<file path="src/rtl/alu_pkg.sv">
// Shared ALU encodings: 4-bit ALU function codes, the 2-bit ALUOp values
// produced by the main decoder, and the R-type funct field values.
package alu_pkg;

  // ALU function codes. Bit 3 selects B inversion (subtract / compare).
  // Codes with F[2:0] = 100 or 101 are shifts.
  localparam logic [3:0] ALU_AND = 4'b0000;
  localparam logic [3:0] ALU_OR  = 4'b0001;
  localparam logic [3:0] ALU_ADD = 4'b0010;
  localparam logic [3:0] ALU_SUB = 4'b1010;
  localparam logic [3:0] ALU_SLT = 4'b1011;
  localparam logic [3:0] ALU_SLL = 4'b0100;
  localparam logic [3:0] ALU_SRL = 4'b0101;

  typedef enum logic [1:0] {
    ALUOP_ADD   = 2'b00,
    ALUOP_SUB   = 2'b01,
    ALUOP_RTYPE = 2'b10,
    ALUOP_ORI   = 2'b11
  } aluop_e;

  localparam logic [5:0] FUNCT_ADD = 6'b100000;
  localparam logic [5:0] FUNCT_SUB = 6'b100010;
  localparam logic [5:0] FUNCT_AND = 6'b100100;
  localparam logic [5:0] FUNCT_OR  = 6'b100101;
  localparam logic [5:0] FUNCT_SLT = 6'b101010;
  localparam logic [5:0] FUNCT_SLL = 6'b000000;
  localparam logic [5:0] FUNCT_SRL = 6'b000010;

endpackage

</file>
<file path="src/rtl/alu_decoder.sv">
// Combinational ALUOp/funct to ALU function-code decoder.
// Ports:
//   i_aluop   ALUOp from the main decoder
//   i_funct   R-type funct field
//   o_alu_f   4-bit ALU function code
//   o_illegal high for an R-type funct this ALU does not implement
module alu_decoder
  import alu_pkg::*;
(
  input  logic [1:0] i_aluop,
  input  logic [5:0] i_funct,
  output logic [3:0] o_alu_f,
  output logic       o_illegal
);

  always_comb begin
    o_alu_f   = ALU_ADD;
    o_illegal = 1'b0;
    case (i_aluop)
      ALUOP_ADD: o_alu_f = ALU_ADD;
      ALUOP_SUB: o_alu_f = ALU_SUB;
      ALUOP_ORI: o_alu_f = ALU_OR;
      default: begin
        case (i_funct)
          FUNCT_ADD: o_alu_f = ALU_ADD;
          FUNCT_SUB: o_alu_f = ALU_SUB;
          FUNCT_AND: o_alu_f = ALU_AND;
          FUNCT_OR:  o_alu_f = ALU_OR;
          FUNCT_SLT: o_alu_f = ALU_SLT;
          FUNCT_SLL: o_alu_f = ALU_SLL;
          FUNCT_SRL: o_alu_f = ALU_SRL;
          default: begin
            // Unsupported funct still executes as an add so the pipe keeps
            // moving; the flag lets a trap unit decide what to do.
            o_alu_f   = ALU_ADD;
            o_illegal = 1'b1;
          end
        endcase
      end
    endcase
  end

endmodule

</file>
<file path="src/rtl/id_ex_stage.sv">
// ID/EX pipeline register with EX-stage operand preparation.
// Captures decoded fields from ID, forwards MEM/WB results onto rs/rt,
// decodes the ALU function and drives the ALU operands directly.
// Ports:
//   clk, reset            clock, synchronous active-high reset
//   stall, flush          hold / insert bubble (flush wins over stall)
//   id_*                  decoded instruction fields and control bits
//   mem_*, wb_*           later-stage writeback info for forwarding
//   alu_a/b/f/shamt       ALU operands, function code, shift amount
//   ex_writedata          forwarded rt value for stores
//   ex_writereg           selected destination register
//   ex_rs, ex_rt          registered source indices for the hazard unit
//   ex_regwrite/memtoreg/memwrite  registered downstream control
//   ex_illegal            unsupported R-type funct in EX
module id_ex_stage
  import alu_pkg::*;
#(
  parameter int DW = 32,
  parameter int RW = 5
) (
  input  logic          clk,
  input  logic          reset,
  input  logic          stall,
  input  logic          flush,
  input  logic [DW-1:0] id_rd1,
  input  logic [DW-1:0] id_rd2,
  input  logic [DW-1:0] id_signimm,
  input  logic [RW-1:0] id_rs,
  input  logic [RW-1:0] id_rt,
  input  logic [RW-1:0] id_rd,
  input  logic [4:0]    id_shamt,
  input  logic [5:0]    id_funct,
  input  logic [1:0]    id_aluop,
  input  logic          id_alusrc,
  input  logic          id_regdst,
  input  logic          id_regwrite,
  input  logic          id_memtoreg,
  input  logic          id_memwrite,
  input  logic          mem_regwrite,
  input  logic [RW-1:0] mem_writereg,
  input  logic [DW-1:0] mem_aluout,
  input  logic          wb_regwrite,
  input  logic [RW-1:0] wb_writereg,
  input  logic [DW-1:0] wb_result,
  output logic [DW-1:0] alu_a,
  output logic [DW-1:0] alu_b,
  output logic [3:0]    alu_f,
  output logic [4:0]    alu_shamt,
  output logic [DW-1:0] ex_writedata,
  output logic [RW-1:0] ex_writereg,
  output logic [RW-1:0] ex_rs,
  output logic [RW-1:0] ex_rt,
  output logic          ex_regwrite,
  output logic          ex_memtoreg,
  output logic          ex_memwrite,
  output logic          ex_illegal
);

  logic [DW-1:0] r_rd1, r_rd2, r_imm;
  logic [RW-1:0] r_rs, r_rt, r_rd;
  logic [4:0]    r_shamt;
  logic [5:0]    r_funct;
  logic [1:0]    r_aluop;
  logic          r_alusrc, r_regdst, r_regwrite, r_memtoreg, r_memwrite;

  // Priority: reset > flush > stall > load. A cleared register is a NOP.
  always_ff @(posedge clk) begin
    if (reset || flush) begin
      r_rd1      <= '0;
      r_rd2      <= '0;
      r_imm      <= '0;
      r_rs       <= '0;
      r_rt       <= '0;
      r_rd       <= '0;
      r_shamt    <= '0;
      r_funct    <= '0;
      r_aluop    <= '0;
      r_alusrc   <= 1'b0;
      r_regdst   <= 1'b0;
      r_regwrite <= 1'b0;
      r_memtoreg <= 1'b0;
      r_memwrite <= 1'b0;
    end else if (!stall) begin
      r_rd1      <= id_rd1;
      r_rd2      <= id_rd2;
      r_imm      <= id_signimm;
      r_rs       <= id_rs;
      r_rt       <= id_rt;
      r_rd       <= id_rd;
      r_shamt    <= id_shamt;
      r_funct    <= id_funct;
      r_aluop    <= id_aluop;
      r_alusrc   <= id_alusrc;
      r_regdst   <= id_regdst;
      r_regwrite <= id_regwrite;
      r_memtoreg <= id_memtoreg;
      r_memwrite <= id_memwrite;
    end
  end

  // Forwarding: MEM is younger than WB, so it wins; r0 is hardwired zero
  // and never forwarded.
  logic [DW-1:0] w_fwd_a, w_fwd_b;

  always_comb begin
    w_fwd_a = r_rd1;
    if (mem_regwrite && (mem_writereg != '0) && (mem_writereg == r_rs))
      w_fwd_a = mem_aluout;
    else if (wb_regwrite && (wb_writereg != '0) && (wb_writereg == r_rs))
      w_fwd_a = wb_result;
  end

  always_comb begin
    w_fwd_b = r_rd2;
    if (mem_regwrite && (mem_writereg != '0) && (mem_writereg == r_rt))
      w_fwd_b = mem_aluout;
    else if (wb_regwrite && (wb_writereg != '0) && (wb_writereg == r_rt))
      w_fwd_b = wb_result;
  end

  logic [3:0] w_alu_f;
  logic       w_illegal;

  alu_decoder u_alu_decoder (
    .i_aluop   (r_aluop),
    .i_funct   (r_funct),
    .o_alu_f   (w_alu_f),
    .o_illegal (w_illegal)
  );

  // ori uses a zero-extended immediate; everything else the sign-extended one.
  logic [DW-1:0] w_imm;
  logic          w_is_shift;

  assign w_imm      = (r_aluop == ALUOP_ORI) ? {{(DW-16){1'b0}}, r_imm[15:0]} : r_imm;
  assign w_is_shift = (w_alu_f[2:1] == 2'b10);

  // The ALU shifts its A+B sum, so zeroing A makes a shift act on rt alone.
  always_comb begin
    alu_a = w_fwd_a;
    alu_b = r_alusrc ? w_imm : w_fwd_b;
    if (w_is_shift) begin
      alu_a = '0;
      alu_b = w_fwd_b;
    end
  end

  assign alu_f        = w_alu_f;
  assign alu_shamt    = r_shamt;
  assign ex_writedata = w_fwd_b;
  assign ex_writereg  = r_regdst ? r_rd : r_rt;
  assign ex_rs        = r_rs;
  assign ex_rt        = r_rt;
  assign ex_regwrite  = r_regwrite;
  assign ex_memtoreg  = r_memtoreg;
  assign ex_memwrite  = r_memwrite;
  assign ex_illegal   = w_illegal;

endmodule

</file>
<file path="config.mk">
export PLATFORM = sky130hd
export DESIGN_NAME = id_ex_stage
export DESIGN_NICKNAME = d
export VERILOG_FILES = /design/src/rtl/alu_pkg.sv /design/src/rtl/alu_decoder.sv /design/src/rtl/id_ex_stage.sv
export SDC_FILE = /design/constraint.sdc
export NUM_CORES = 1
export LEC_CHECK = 0
export ABC_AREA = 1
export BUFFER_PORTS_ARGS = -buffer_cell sky130_fd_sc_hd__buf_2
export CORE_AREA = 2 2 129 131
export DETAILED_ROUTE_END_ITERATION = 7
export DIE_AREA = 0 0 131 133
export PLACE_DENSITY_LB_ADDON = 0.25
export SLEW_MARGIN = 20
export SYNTH_ARGS = -nofsm -noshare
export SYNTH_HDL_FRONTEND = slang
export SYNTH_SLANG_ARGS = --single-unit
</file>
<file path="constraint.sdc">
create_clock -name clk -period 3.8 [get_ports clk]
set_input_delay 0.19 -clock clk [delete_from_list [all_inputs] [get_ports clk]]
set_output_delay 0.19 -clock clk [all_outputs]
set_load 0.05 [all_outputs]
</file>
==> metrics.csv <==
metric,value,unit
fin_setup_tns,0,ns
setup_slack_of_the_worst_register_to_register_path,2.93,ns
critical_path.startpoint_type,flip-flop,
post_synthesis_instance_total,1249,
fp.dieArea,17400,µm²
wl_met3,2800,µm
grt_antenna_before_repair,5,
gr-usage-all-layers,33.6,%
layout_cell_share_with_drive_strength_beyond_1,26.3,%
type_of_the_setup_path_with_the_least_slack,flip-flop to output port,
number_of_warnings_issued_by_yosys,0,
cts_buffer_depth,2,
nFillCells,1598,
report.final.slew_viol_count,0,
max_freq,302,MHz
arrival,3.13,ns
routed-wl-met2,14300,µm
timing.final.hold_violations,0,
worst-slew-pin-transition,1.05,ns
worst_hold_path_type,primary input to flip-flop,
top_signal_layer_used,met5,
cts_htree_levels,4,
synth.top_cell.area_share,33.4,%
crit_fanout,33,
clock-skew-final,0,ns
cp-end-kind,output port,
height_of_the_die,133,µm
floorplan.io_pins,333,
grt_setup_unrepaired,false,
period_minus_slack,3.32,ns
synth_sequential_area_ratio,33.4,%
postCtsHoldBufs,0,
syn-cell-area,7740,µm²
overflow,0,
initial_utilization,47.9,%
die_width,131,µm
synth_nets,1458,
syn_avg_cell_area,6.20,µm²
synthArstFlopShare,0,%
dominantRegCellSynth,sky130_fd_sc_hd__dfxtp_1,
clkSlewWorstSetupHoldPaths,0.06,ns
dr_total_vias,9416,
power.leakage,5.37,nW
num_rows,47,
vias_per_cell,5.36,
clockRootBuffer,sky130_fd_sc_hd__clkbuf_16,
met1_routed_length,12100,µm
firstDrtPassIters,7,
power,4.12,mW
total_instance_count_after_detailed_placement,1723,
clk_latency,0.42,ns
tritoncts,yes,
ctsResizeCount,0,
drcViolationCount,0,
synth_to_layout_area_growth,29.7,%
ant_nets,0,
final-instance-count-excl-fill,1758,
synth-edff-count,0,
irDropWorstVdd,0.279,mV
maximum_number_of_pins_on_one_net_before_global_route_repair,120,
power_density,411,nW/µm²
place_hpwl,21700,µm
top_count_cell_post_synth,sky130_fd_sc_hd__nand2_1,
yosys_register_bits,129,
detailedRoute.firstIterationViolations,832,
number_of_buffers_created_by_cts,17,
finalSetupViolations,0,
portBuffers,332,
gpl.final_weighted_congestion,0.928,
yosys-top-cells-count,"sky130_fd_sc_hd__nand2_1 (436), sky130_fd_sc_hd__nand3_1 (203), sky130_fd_sc_hd__dfxtp_1 (129)",
post_cts.repair.setup_buffers,0,
fin_util,62.0,%
core,16200,µm²
run_status,finished clean,
cell_type_contributing_the_most_total_cell_area_after_synthesis,sky130_fd_sc_hd__dfxtp_1,
drt_wl_total,30100,µm
slew-limit-headroom,29.8,%
drt-wirelength-per-cell,17.1,µm
timing.critical_path.required,3.61,ns
max-cap-violations,0,
final.period_utilization,87.3,%
grt_pass1_wl,45100,µm
synth_area_leaders,"sky130_fd_sc_hd__dfxtp_1 (33%), sky130_fd_sc_hd__nand2_1 (21%), sky130_fd_sc_hd__nand3_1 (13%)",
number_of_sinks_on_the_clock_net,129,
first_global_vias,8501,
synthDistinctLibCells,28,
layout.nets,1731,
[metrics by stage]
stage	setup slack, ns	hold slack, ns	instance area (µm²)
6_report	0.483	0.00973	10000
5_1_grt	0.312	0.00242	10000
4_1_cts	0.585	0.00197	10000
3_5_place_dp	1.03	0.446	9360
3_3_place_gp	1.03	0.438	9360
2_1_floorplan	1.66	0.334	7740
[worst paths after layout]
path                            cells after the start           end         from
worst min-delay path                                3  alu_shamt[2]  id_shamt[2]
worst max-delay path                                9     alu_b[22]   r_funct[3]
worst min register to register                      2     r_imm[10]    r_imm[10]
worst max register to register                      2      r_regdst     r_regdst
[layout by cell type, fill, tap and decap left out, drive strengths merged, types with 6 or more instances in the layout]
| cell | instances |
|---|---|
| nand2 | 438 |
| buf | 347 |
| nand3 | 214 |
| dfxtp | 129 |
| a21oi | 119 |
| inv | 115 |
| nand4 | 34 |
| and2 | 32 |
| nor2 | 30 |
| clkbuf | 22 |
| xor2 | 12 |
| a211oi | 10 |
| o21ai | 8 |
| xnor2 | 7 |
| bufinv | 6 |
[report_power, final]
group | switching [mW] | total [mW] | internal [mW]
Clock | 0.609 | 1.86 | 1.25
Combinational | 0.606 | 0.839 | 0.233
Sequential | 0.0300 | 1.43 | 1.40
[cells by family after synthesis]
family / count (synthesis) / share of synthesized area (%)
simple gates: 754 / 43.7
buf+inv: 208 / 11.3
compound gates: 139 / 9.49
flops: 129 / 33.4
xor+xnor: 19 / 2.15
[sequential cells by signal, indices dropped and copies added, names as in the netlist, 2 cells and up]
register,flops
r_imm,32
ex_rs,5
r_rd1,32
r_rd,5
r_funct,6
ex_rt,5
r_aluop,2
alu_shamt,5
r_rd2,32
[per-layer routing]
layer	GRT usage, %	vias to the layer above
met5	0	-
met4	11.7	2
met3	8.86	74
met2	55.4	522
met1	42.1	4252
li1	-	4566
[area by class of cell]
| cell class | instances | area (µm²) | area share [%] |
|---|---|---|---|
| Multi-Input combinational cell | 912 | 4290 | 42.8 |
| Sequential cell | 129 | 2580 | 25.7 |
| Clock buffer | 22 | 454 | 4.53 |
| Tap cell | 220 | 275 | 2.74 |
| Inverter | 115 | 437 | 4.35 |
| Timing Repair Buffer | 347 | 1780 | 17.7 |
| Clock inverter | 10 | 206 | 2.06 |
| Antenna cell | 3 | 7.51 | 0.0748 |
[worst max-delay path: stages (launching register included)]
cell and delay [ns]:
sky130_fd_sc_hd__dfxtp_1 0.35, sky130_fd_sc_hd__nor2_1 0.23, sky130_fd_sc_hd__nand3_1 0.17, sky130_fd_sc_hd__nor2_2 0.18
sky130_fd_sc_hd__inv_2 0.06, sky130_fd_sc_hd__nand2_2 0.60, sky130_fd_sc_hd__inv_2 0.48, sky130_fd_sc_hd__nand3_1 0.24
sky130_fd_sc_hd__nand2_1 0.14, sky130_fd_sc_hd__buf_2 0.24
No activity file was read; power rests on OpenSTA's default activity.
